File: src/rtl/anim_pkg.sv
// Shared types for the sprite animation sequencer.
// ANIM_SEQ_PINGPONG_EN adds the per-slot direction bit used by PINGPONG mode.
package anim_pkg;

   localparam int ANIM_FRAME_BITS = 3;
   localparam int ANIM_TIME_BITS  = 8;

   typedef enum logic [1:0] {OP_NOP, OP_START, OP_STOP, OP_PAUSE} op_e;
   typedef enum logic [1:0] {MODE_LOOP, MODE_ONCE, MODE_PINGPONG, MODE_RSVD} mode_e;
   typedef enum logic [1:0] {ST_IDLE, ST_RUN, ST_HOLD, ST_FINISHED} state_e;

   typedef struct packed {
      state_e                     state;
      logic [ANIM_FRAME_BITS-1:0] len;
      logic [ANIM_TIME_BITS-1:0]  hold;
      mode_e                      mode;
      logic [ANIM_FRAME_BITS-1:0] frame;
      logic [ANIM_TIME_BITS-1:0]  timer;
`ifdef ANIM_SEQ_PINGPONG_EN
      logic                       dir;   // 1 = counting down
`endif
   } slot_t;

   function automatic slot_t slot_reset();
      slot_t s;
      s      = '0;
      s.len  = ANIM_FRAME_BITS'(1);
      s.hold = ANIM_TIME_BITS'(1);
      return s;
   endfunction

endpackage

File: src/rtl/anim_step.sv
// Combinational next-state function for one animation slot.
// PINGPONG reversal exists only with ANIM_SEQ_PINGPONG_EN; otherwise mode 2 runs as LOOP.
module anim_step
   import anim_pkg::*;
(
   input  slot_t slot_i,
   output slot_t slot_o,
   output logic  done_o
);

   logic [ANIM_FRAME_BITS-1:0] last;
   logic                       at_last;

   always_comb begin
      slot_o  = slot_i;
      done_o  = 1'b0;
      last    = slot_i.len - ANIM_FRAME_BITS'(1);
      at_last = (slot_i.frame == last);
      if (slot_i.state == ST_RUN) begin
         if (slot_i.timer < slot_i.hold - ANIM_TIME_BITS'(1)) begin
            slot_o.timer = slot_i.timer + ANIM_TIME_BITS'(1);
         end else begin
            slot_o.timer = '0;
            case (slot_i.mode)
               MODE_ONCE: begin
                  if (at_last) begin
                     slot_o.state = ST_FINISHED;
                     done_o       = 1'b1;
                  end else begin
                     slot_o.frame = slot_i.frame + ANIM_FRAME_BITS'(1);
                  end
               end
`ifdef ANIM_SEQ_PINGPONG_EN
               MODE_PINGPONG: begin
                  if (last == '0) begin
                     slot_o.frame = '0;
                     done_o       = 1'b1;
                  end else if (!slot_i.dir) begin
                     slot_o.frame = slot_i.frame + ANIM_FRAME_BITS'(1);
                     if (slot_o.frame == last) begin
                        slot_o.dir = 1'b1;
                        done_o     = 1'b1;
                     end
                  end else begin
                     slot_o.frame = slot_i.frame - ANIM_FRAME_BITS'(1);
                     if (slot_o.frame == '0) slot_o.dir = 1'b0;
                  end
               end
`endif
               default: begin
                  if (at_last) begin
                     slot_o.frame = '0;
                     done_o       = 1'b1;
                  end else begin
                     slot_o.frame = slot_i.frame + ANIM_FRAME_BITS'(1);
                  end
               end
            endcase
         end
      end
   end

endmodule

File: src/rtl/anim_sequencer.sv
// Per-sprite frame-animation controller: one shared step unit walks all slots after each frame start.
// Build option ANIM_SEQ_PINGPONG_EN enables PINGPONG mode; FRAME_BITS/TIME_BITS must match anim_pkg widths.
module anim_sequencer
   import anim_pkg::*;
#(
   parameter int NUM_SPRITES = 4,
   parameter int FRAME_BITS  = ANIM_FRAME_BITS,
   parameter int TIME_BITS   = ANIM_TIME_BITS
) (
   input  logic                              clk,
   input  logic                              reset,
   input  logic [9:0]                        shpos,
   input  logic [9:0]                        svpos,
   input  logic                              cmd_valid,
   output logic                              cmd_ready,
   input  logic [$clog2(NUM_SPRITES)-1:0]    cmd_id,
   input  logic [1:0]                        cmd_op,
   input  logic [1:0]                        cmd_mode,
   input  logic [FRAME_BITS-1:0]             cmd_len,
   input  logic [TIME_BITS-1:0]              cmd_time,
   output logic [NUM_SPRITES*FRAME_BITS-1:0] frame_idx,
   output logic [NUM_SPRITES-1:0]            active,
   output logic [NUM_SPRITES-1:0]            done
);

   localparam int               ID_W    = $clog2(NUM_SPRITES);
   localparam logic [ID_W-1:0] LAST_ID = ID_W'(NUM_SPRITES - 1);

   slot_t                  slots_q [NUM_SPRITES];
   slot_t                  slots_d [NUM_SPRITES];
   logic [NUM_SPRITES-1:0] done_q, done_d;
   logic                   busy_q, busy_d;
   logic                   pend_q, pend_d;
   logic [ID_W-1:0]        cnt_q, cnt_d;
   logic                   tick_hist_q;
   logic                   tick_now, tick_ev;
   slot_t                  step_in, step_nxt;
   logic                   step_done;

   assign tick_now  = (shpos == 10'd0) && (svpos == 10'd0);
   assign tick_ev   = tick_now && !tick_hist_q;
   assign cmd_ready = !busy_q;
   assign step_in   = slots_q[cnt_q];

   anim_step u_step (
      .slot_i (step_in),
      .slot_o (step_nxt),
      .done_o (step_done)
   );

   always_comb begin
      slots_d = slots_q;
      done_d  = '0;
      busy_d  = busy_q;
      pend_d  = pend_q;
      cnt_d   = cnt_q;
      if (busy_q) begin
         slots_d[cnt_q] = step_nxt;
         done_d[cnt_q]  = step_done;
         if (tick_ev) pend_d = 1'b1;
         // A pending (or coincident) tick chains straight into the next walk.
         if (cnt_q == LAST_ID) begin
            if (pend_q || tick_ev) begin
               cnt_d  = '0;
               pend_d = 1'b0;
            end else begin
               busy_d = 1'b0;
            end
         end else begin
            cnt_d = cnt_q + ID_W'(1);
         end
      end else begin
         if (tick_ev) begin
            busy_d = 1'b1;
            cnt_d  = '0;
         end
         if (cmd_valid && (32'(cmd_id) < NUM_SPRITES)) begin
            case (op_e'(cmd_op))
               OP_START: begin
                  slots_d[cmd_id].state = ST_RUN;
                  slots_d[cmd_id].len   = (cmd_len == '0) ? ANIM_FRAME_BITS'(1) : cmd_len;
                  slots_d[cmd_id].hold  = (cmd_time == '0) ? ANIM_TIME_BITS'(1) : cmd_time;
                  slots_d[cmd_id].mode  = (cmd_mode == MODE_RSVD) ? MODE_LOOP : mode_e'(cmd_mode);
                  slots_d[cmd_id].frame = '0;
                  slots_d[cmd_id].timer = '0;
`ifdef ANIM_SEQ_PINGPONG_EN
                  slots_d[cmd_id].dir   = 1'b0;
`endif
               end
               OP_STOP: begin
                  slots_d[cmd_id].state = ST_IDLE;
                  slots_d[cmd_id].frame = '0;
                  slots_d[cmd_id].timer = '0;
               end
               OP_PAUSE: begin
                  if (slots_q[cmd_id].state == ST_RUN)       slots_d[cmd_id].state = ST_HOLD;
                  else if (slots_q[cmd_id].state == ST_HOLD) slots_d[cmd_id].state = ST_RUN;
               end
               default: ;
            endcase
         end
      end
   end

   always_ff @(posedge clk) begin
      if (reset) begin
         for (int k = 0; k < NUM_SPRITES; k++) slots_q[k] <= slot_reset();
         done_q      <= '0;
         busy_q      <= 1'b0;
         pend_q      <= 1'b0;
         cnt_q       <= '0;
         tick_hist_q <= 1'b0;
      end else begin
         slots_q     <= slots_d;
         done_q      <= done_d;
         busy_q      <= busy_d;
         pend_q      <= pend_d;
         cnt_q       <= cnt_d;
         tick_hist_q <= tick_now;
      end
   end

   for (genvar k = 0; k < NUM_SPRITES; k++) begin : g_out
      assign frame_idx[k*FRAME_BITS +: FRAME_BITS] = slots_q[k].frame;
      assign active[k] = (slots_q[k].state == ST_RUN) || (slots_q[k].state == ST_HOLD);
   end
   assign done = done_q;

endmodule
File: config.mk
export PLATFORM = sky130hd
export DESIGN_NAME = anim_sequencer
export DESIGN_NICKNAME = d
export VERILOG_FILES = /design/src/rtl/anim_pkg.sv /design/src/rtl/anim_step.sv /design/src/rtl/anim_sequencer.sv
export SDC_FILE = /design/constraint.sdc
export NUM_CORES = 1
export LEC_CHECK = 0
export ABC_CLOCK_PERIOD_IN_PS = 4700
export BUFFER_PORTS_ARGS = -buffer_cell sky130_fd_sc_hd__buf_4
export CORE_UTILIZATION = 40
export CTS_CLUSTER_DIAMETER = 100
export DETAILED_ROUTE_END_ITERATION = 6
export SLEW_MARGIN = 20
export SYNTH_ARGS = -nofsm -noshare
export SYNTH_HDL_FRONTEND = slang
export SYNTH_HIERARCHICAL = 1
export SYNTH_SLANG_ARGS = --single-unit
File: constraint.sdc
create_clock -name clk -period 4.7 [get_ports clk]
set_clock_uncertainty 0.2 [all_clocks]
set_input_delay 0.47 -clock clk [delete_from_list [all_inputs] [get_ports clk]]
set_output_delay 0.47 -clock clk [all_outputs]
set_load 0.05 [all_outputs]
==> flow_metrics.py, run 1 <==
metrics = {
    "pwr": {
        "combPwrFrac": 0.105,
        "p_sw_mw": 0.665,
        "internal_power_mw": 1.94,
        "ir_drop_mv": 0.248,
        "leakage_nw": 2.67,
        "p_per_area_nw_per_um2": 341,
        "seq_power_share": 0.376,
        "switching_share": 0.255,
        "power_frac_clock": 0.519,
    },
    "drt": {
        "first_pass_iters": 7,
        "drt_wl_total_um": 21300,
        "drc": 0,
        "final_antenna_net_count": 0,
        "initialDrtViolationCount": 783,
        "routed_via_density": 6.40,
        "post_drt_wl_per_cell_um": 22.6,
        "vias": 6018,
    },
    "synth": {
        "yosysTopAreaCell": "dfxtp_1",
        "synth_edf_count": 0,
        "syn_area_um2": 6650,
        "synthFlopType": "dfxtp_1",
        "synth.most_common_cell": "dfxtp_1",
        "yosysWarnings": 6,
        "synthTopCellsByArea": "dfxtp_1, mux4_2, a22oi_1",
        "synth_top_area_frac": 0.340,
        "synth_area_per_cell_um2": 9.49,
        "synth_cell_type_count": 78,
        "synth_cells": 701,
        "ys_ff_latch": 113,
        "ys_seq_area_frac": 0.340,
        "syn_nets": 761,
        "yosys-top-cells-count": "dfxtp_1, a22oi_1, nand2_1",
        "synth-async-reset-ratio": 0,
    },
    "grt": {
        "grt_pass1_wl_um": 33600,
        "antenna_found_initial": 0,
        "grt_pass1_vias": 5949,
        "overflow": 0,
        "grt_usage": 0.264,
        "grt_max_degree": 74,
    },
    "clock_tree": {
        "numCtsBuffers": 17,
        "worstSkewPairLatency_ps": 420,
        "cts_max_path_buffers": 2,
        "cts-resized-gates": 0,
        "root_buffer": "clkbuf_16",
        "clk_pin_slew_ps": 60,
        "htreeDepth": 4,
        "ctsHoldBuffers": 0,
        "cts_tree": "built",
        "clock_sinks": 113,
        "post_cts_buffers": 0,
    },
    "worst_setup_path": {
        "reg2reg_slack_ps": 360,
        "r2r_cells": 11,
        "crit_type": "flop to flop",
        "crit_path_max_fanout": 13,
        "end_kind": "flop",
        "crit_end": "slots_q[51]$_SDFFE_PP0P_",
        "critical_path.startpoint": "cnt_q[0]$_SDFFE_PP0P_",
        "cp_data_arrival_time_ps": 4470,
        "start_kind": "flop",
        "rr_startpoint": "cnt_q[0]$_SDFFE_PP0P_",
        "critPathRequiredTime_ps": 4830,
        "rr_endpoint": "slots_q[51]$_SDFFE_PP0P_",
    },
    "die": {
        "fp.dieH_um": 131,
        "dieArea_um2": 17200,
        "core_um2": 16100,
        "pin_count": 61,
        "die-width_um": 131,
        "rows": 46,
        "start_util": 0.414,
    },
    "layout": {
        "final_cells": 941,
        "fin_nets": 772,
        "fillers": 1511,
        "drive_gt1_frac": 0.215,
        "utilization": 0.475,
        "diodes": 0,
        "area_growth_pct": 14.7,
    },
    "placement": {
        "dp_hpwl_um": 13900,
        "placed_cells": 909,
        "gp_congestion": 0.885,
        "io_buffer_count": 60,
    },
    "timing": {
        "slew_headroom": 0.273,
        "finalCritPeriodShare": 0.923,
        "setup_viol": 0,
        "hold_viol": 0,
        "setup_tns_ps": 0,
        "fmax_mhz": 231,
        "worst_pin_slew_ps": 1090,
        "slew_violations": 0,
        "min_period_ps": 4340,
        "rsz0062_at_grt": "no",
    },
    "min_path": {
        "hp-class": "input pin to flop",
    },
    "job": {
        "cap_violations": 0,
    },
    "run_status": {
        "outcome": "complete, no violations",
    },
}
state kept, by name (all words and copies together), names as in the netlist:
register / count
frame_idx: 12
slots_q: 92
cnt_q: 2
done: 4
pend_q: 1
busy_q: 1
tick_hist_q: 1
critical path, cell delays in order, from the launching register on:
cell and delay [ps]:
dfxtp_2 640, mux4_2 680, or4_1 580, nor4_1 270
xnor2_1 120, ha_1 330, nand4_1 150, o211ai_4 330
and2_1 350, a21o_1 240, o21ai_0 120, a211oi_1 240
metal layers:
| metal | vias to the layer above | GRT usage | part of all wire |
|---|---|---|---|
| li1 | 2693 | - | - |
| met1 | 2975 | 0.341 | 0.43 |
| met2 | 300 | 0.427 | 0.47 |
| met3 | 50 | 0.0594 | 0.075 |
| met4 | 0 | 0.102 | 0.025 |
| met5 | - | 0 | 0 |
logic make-up (layout without fill, tap and decap cells):
kind of cell / after synthesis / after routing / synth area share
fa+ha+maj: 20 / 20 / 0.0376
buf+inv: 106 / 130 / 0.0810
mux: 31 / 31 / 0.100
compound gates: 253 / 253 / 0.281
simple gates: 161 / 161 / 0.138
flops: 113 / 113 / 0.340
xor+xnor: 17 / 17 / 0.0224
worst min-delay path by stage:
stage                                  start                       end  slack [ps]  cells past startpoint
floorplan           slots_q[26]$_SDFFE_PP0P_  slots_q[26]$_SDFFE_PP0P_         230                      1
global placement    slots_q[33]$_SDFFE_PP0P_  slots_q[33]$_SDFFE_PP0P_         240                      1
detailed placement  slots_q[29]$_SDFFE_PP0P_  slots_q[29]$_SDFFE_PP0P_         250                      1
CTS                                 svpos[9]    tick_hist_q$_SDFF_PP0_         120                      3
global route                        svpos[9]    tick_hist_q$_SDFF_PP0_         150                      3
finish                              svpos[9]    tick_hist_q$_SDFF_PP0_         130                      3
cell type report:
cell class | instances | area (um2) | area share
Multi-Input combinational cell | 482 | 3850 | 0.505
Sequential cell | 113 | 2260 | 0.297
Timing Repair Buffer | 70 | 526 | 0.0689
Clock inverter | 11 | 154 | 0.0202
Inverter | 28 | 105 | 0.0138
Clock buffer | 21 | 460 | 0.0603
Tap cell | 216 | 270 | 0.0354
cell usage in the layout, fill, tap and decap left out, drive strengths merged, types with 3 or more instances in the layout:
cell     count
clkbuf      21
nand2b       4
nand2       44
nor2b        6
a21o         7
o21ai       44
a21oi       43
and2         6
o2bb2ai     25
dfxtp      113
o211ai       4
a22o         8
a211oi       8
nor4         9
nor3        10
or3          3
nor3b        7
inv         28
clkinv       6
a31oi       10
xor2        11
o21a         7
xnor2        6
a221o        6
nor4b        4
ha          20
a222oi       4
bufinv       3
nor2        39
buf         70
a22oi       45
nand3       14
mux4        28
a32o        17
o32ai       10
power by group through the flow:
stage,clock [mW],sequential (mW),combinational [mW]
3_5_place_dp,0,0.999,0.268
3_3_place_gp,0,0.999,0.264
6_report,1.35,0.979,0.275
4_1_cts,1.36,0.979,0.270
2_1_floorplan,0,0.996,0.188
5_1_grt,1.41,0.980,0.296
stage by stage:
stage / setup WS (ps) / power, mW / hold slack (ps) / cell area, um2
2_1_floorplan: 441 / 1.18 / 227 / 6650
3_3_place_gp: 530 / 1.26 / 241 / 7020
3_5_place_dp: 394 / 1.27 / 248 / 7020
4_1_cts: 362 / 2.61 / 116 / 7630
5_1_grt: 121 / 2.69 / 153 / 7630
6_report: 362 / 2.61 / 129 / 7630
No activity file was read; power rests on OpenSTA's default activity.
==> run 2: changes to the inputs <==
ABC_CLOCK_PERIOD_IN_PS = 4050   (was 4700)
TNS_END_PERCENT = 5   (was default)
clock period = 4.05 ns   (was 4.7 ns; I/O delays follow)
==> run 2 against run 1 <==
  * Highest routed layer unchanged
  * Critical path type unchanged
  * Wire length shrank 2.2%
  * Non-clock buffer count up 12
  * Utilization is 0.69 points higher
  * Count of clock-buffer cells in the layout increased by 3
  * Critical path depth grew 1
  * Critical endpoint is now slots_q[103]$_SDFFE_PP0P_
  * Global-route usage fell by 0.84 points
  * Sequential power grew 16%
  * Power grew 17%
==> flow_metrics.py, run 2 (synthesis gave the netlist of run 1 again) <==
metrics = {
    "layout": {
        "largest_reg_flops": 92,
        "fin_nets": 784,
        "seqCellArea_um2": 2260,
        "fillers": 1511,
        "diodes": 0,
        "final_area_um2": 7740,
        "final_common_cell": "dfxtp_1",
        "final_cell_mix": "dfxtp_1, buf_4, a22oi_1",
        "top_register": "slots_q",
        "drive_gt1_frac": 0.231,
        "area_growth_pct": 16.4,
        "multi_input_area_um2": 3860,
    },
    "clock_tree": {
        "htreeDepth": 4,
        "root_buffer": "clkbuf_16",
        "cts_max_path_buffers": 2,
        "post_cts_buffers": 0,
        "ctsHoldBuffers": 0,
        "clk_pin_slew_ps": 50,
        "cts-resized-gates": 0,
        "numCtsBuffers": 17,
        "clock_sinks": 113,
        "cts_tree": "built",
        "worstSkewPairLatency_ps": 420,
    },
    "placement": {
        "place_area_um2": 7110,
        "gp_congestion": 0.841,
        "dp_hpwl_um": 13800,
        "io_buffer_count": 60,
    },
    "drt": {
        "routed_via_density": 6.32,
        "post_drt_wl_per_cell_um": 21.8,
        "first_pass_iters": 6,
        "initialDrtViolationCount": 564,
        "vias": 6026,
        "drc": 0,
        "final_antenna_net_count": 0,
        "drt_wl_total_um": 20800,
    },
    "timing": {
        "hold_viol": 0,
        "min_period_ps": 3780,
        "setup_tns_ps": 0,
        "rsz0062_at_grt": "no",
        "setup_viol": 0,
        "slew_headroom": 0.353,
        "finalCritPeriodShare": 0.933,
        "worst_pin_slew_ps": 957,
        "slew_violations": 0,
        "hold_slack_ps": 72.5,
        "fmax_mhz": 265,
    },
    "worst_setup_path": {
        "cp_data_arrival_time_ps": 3890,
        "crit_type": "flop to flop",
        "crit_path_max_fanout": 7,
        "start_kind": "flop",
        "end_kind": "flop",
        "critPathRequiredTime_ps": 4160,
        "r2r_cells": 12,
        "reg2reg_slack_ps": 270,
    },
    "die": {
        "core_um2": 16100,
        "dieArea_um2": 17200,
        "start_util": 0.414,
        "fp.dieH_um": 131,
        "die-width_um": 131,
        "pin_count": 61,
        "rows": 46,
    },
    "grt": {
        "overflow": 0,
        "grt_usage": 0.255,
        "grt_max_degree": 73,
        "grt_pass1_vias": 5914,
        "grt_pass1_wl_um": 32800,
        "antenna_found_initial": 0,
    },
    "pwr": {
        "p_per_area_nw_per_um2": 393,
        "ir_drop_mv": 0.309,
        "leakage_nw": 2.74,
    },
    "min_path": {
        "hold_path_depth": 3,
        "hp-class": "input pin to flop",
    },
    "run_status": {
        "outcome": "complete, no violations",
    },
    "job": {
        "cap_violations": 0,
    },
}
[run 2: final timing paths]
check	start	endpoint
worst max register to register	cnt_q[0]$_SDFFE_PP0P_	slots_q[103]$_SDFFE_PP0P_
worst min register to register	slots_q[38]$_SDFFE_PP0P_	slots_q[38]$_SDFFE_PP0P_
worst min-delay path	svpos[9]	tick_hist_q$_SDFF_PP0_
worst max-delay path	cnt_q[0]$_SDFFE_PP0P_	slots_q[103]$_SDFFE_PP0P_
[run 2: per-layer routing]
layer / wire length (um) / part of all wire / track usage / vias up
li1: - / - / - / 2718
met1: 9010 / 0.43 / 0.334 / 3008
met2: 9860 / 0.47 / 0.411 / 260
met3: 1450 / 0.070 / 0.0562 / 40
met4: 461 / 0.022 / 0.0967 / 0
met5: 0 / 0 / 0 / -
[run 2: power breakdown]
group | leakage (nW) | internal [mW] | switching [mW] | total, mW
logic | 1.52 | 0.127 | 0.200 | 0.327
clock network | 0.306 | 1.05 | 0.532 | 1.58
registers | 0.913 | 1.13 | 0.0103 | 1.14
total | 2.74 | 2.30 | 0.742 | 3.04
[run 2: final cells by class]
cell class | count | share of cell area
clock buffer | 24 | 0.0648
multi-input combinational | 482 | 0.499
tap | 216 | 0.0349
clock inverter | 8 | 0.0162
inverter | 28 | 0.0136
sequential | 113 | 0.293
timing repair buffer | 82 | 0.0795
[run 2: metrics by stage]
step / util / power [mW] / setup WS [ps] / cells
final: 0.482 / 3.04 / 273 / 953
after global routing: 0.482 / 3.14 / 43.8 / 953
after CTS: 0.482 / 3.06 / 215 / 953
after detailed placement: 0.443 / 1.48 / 211 / 921
after global placement: 0.443 / 1.47 / 300 / 921
after floorplan: - / 1.37 / 31.7 / 701
[run 2: worst max-delay path, cell delays in order (launching register included)]
cell and delay [ps]:
dfxtp_2 430, mux4_2 610, or4_1 540, nor4_2 190, xnor2_1 160, ha_1 270
a21oi_1 260, o211ai_4 130, and2_2 270, a21o_1 220, nor2_1 120, nor2_1 50
o221a_2 220
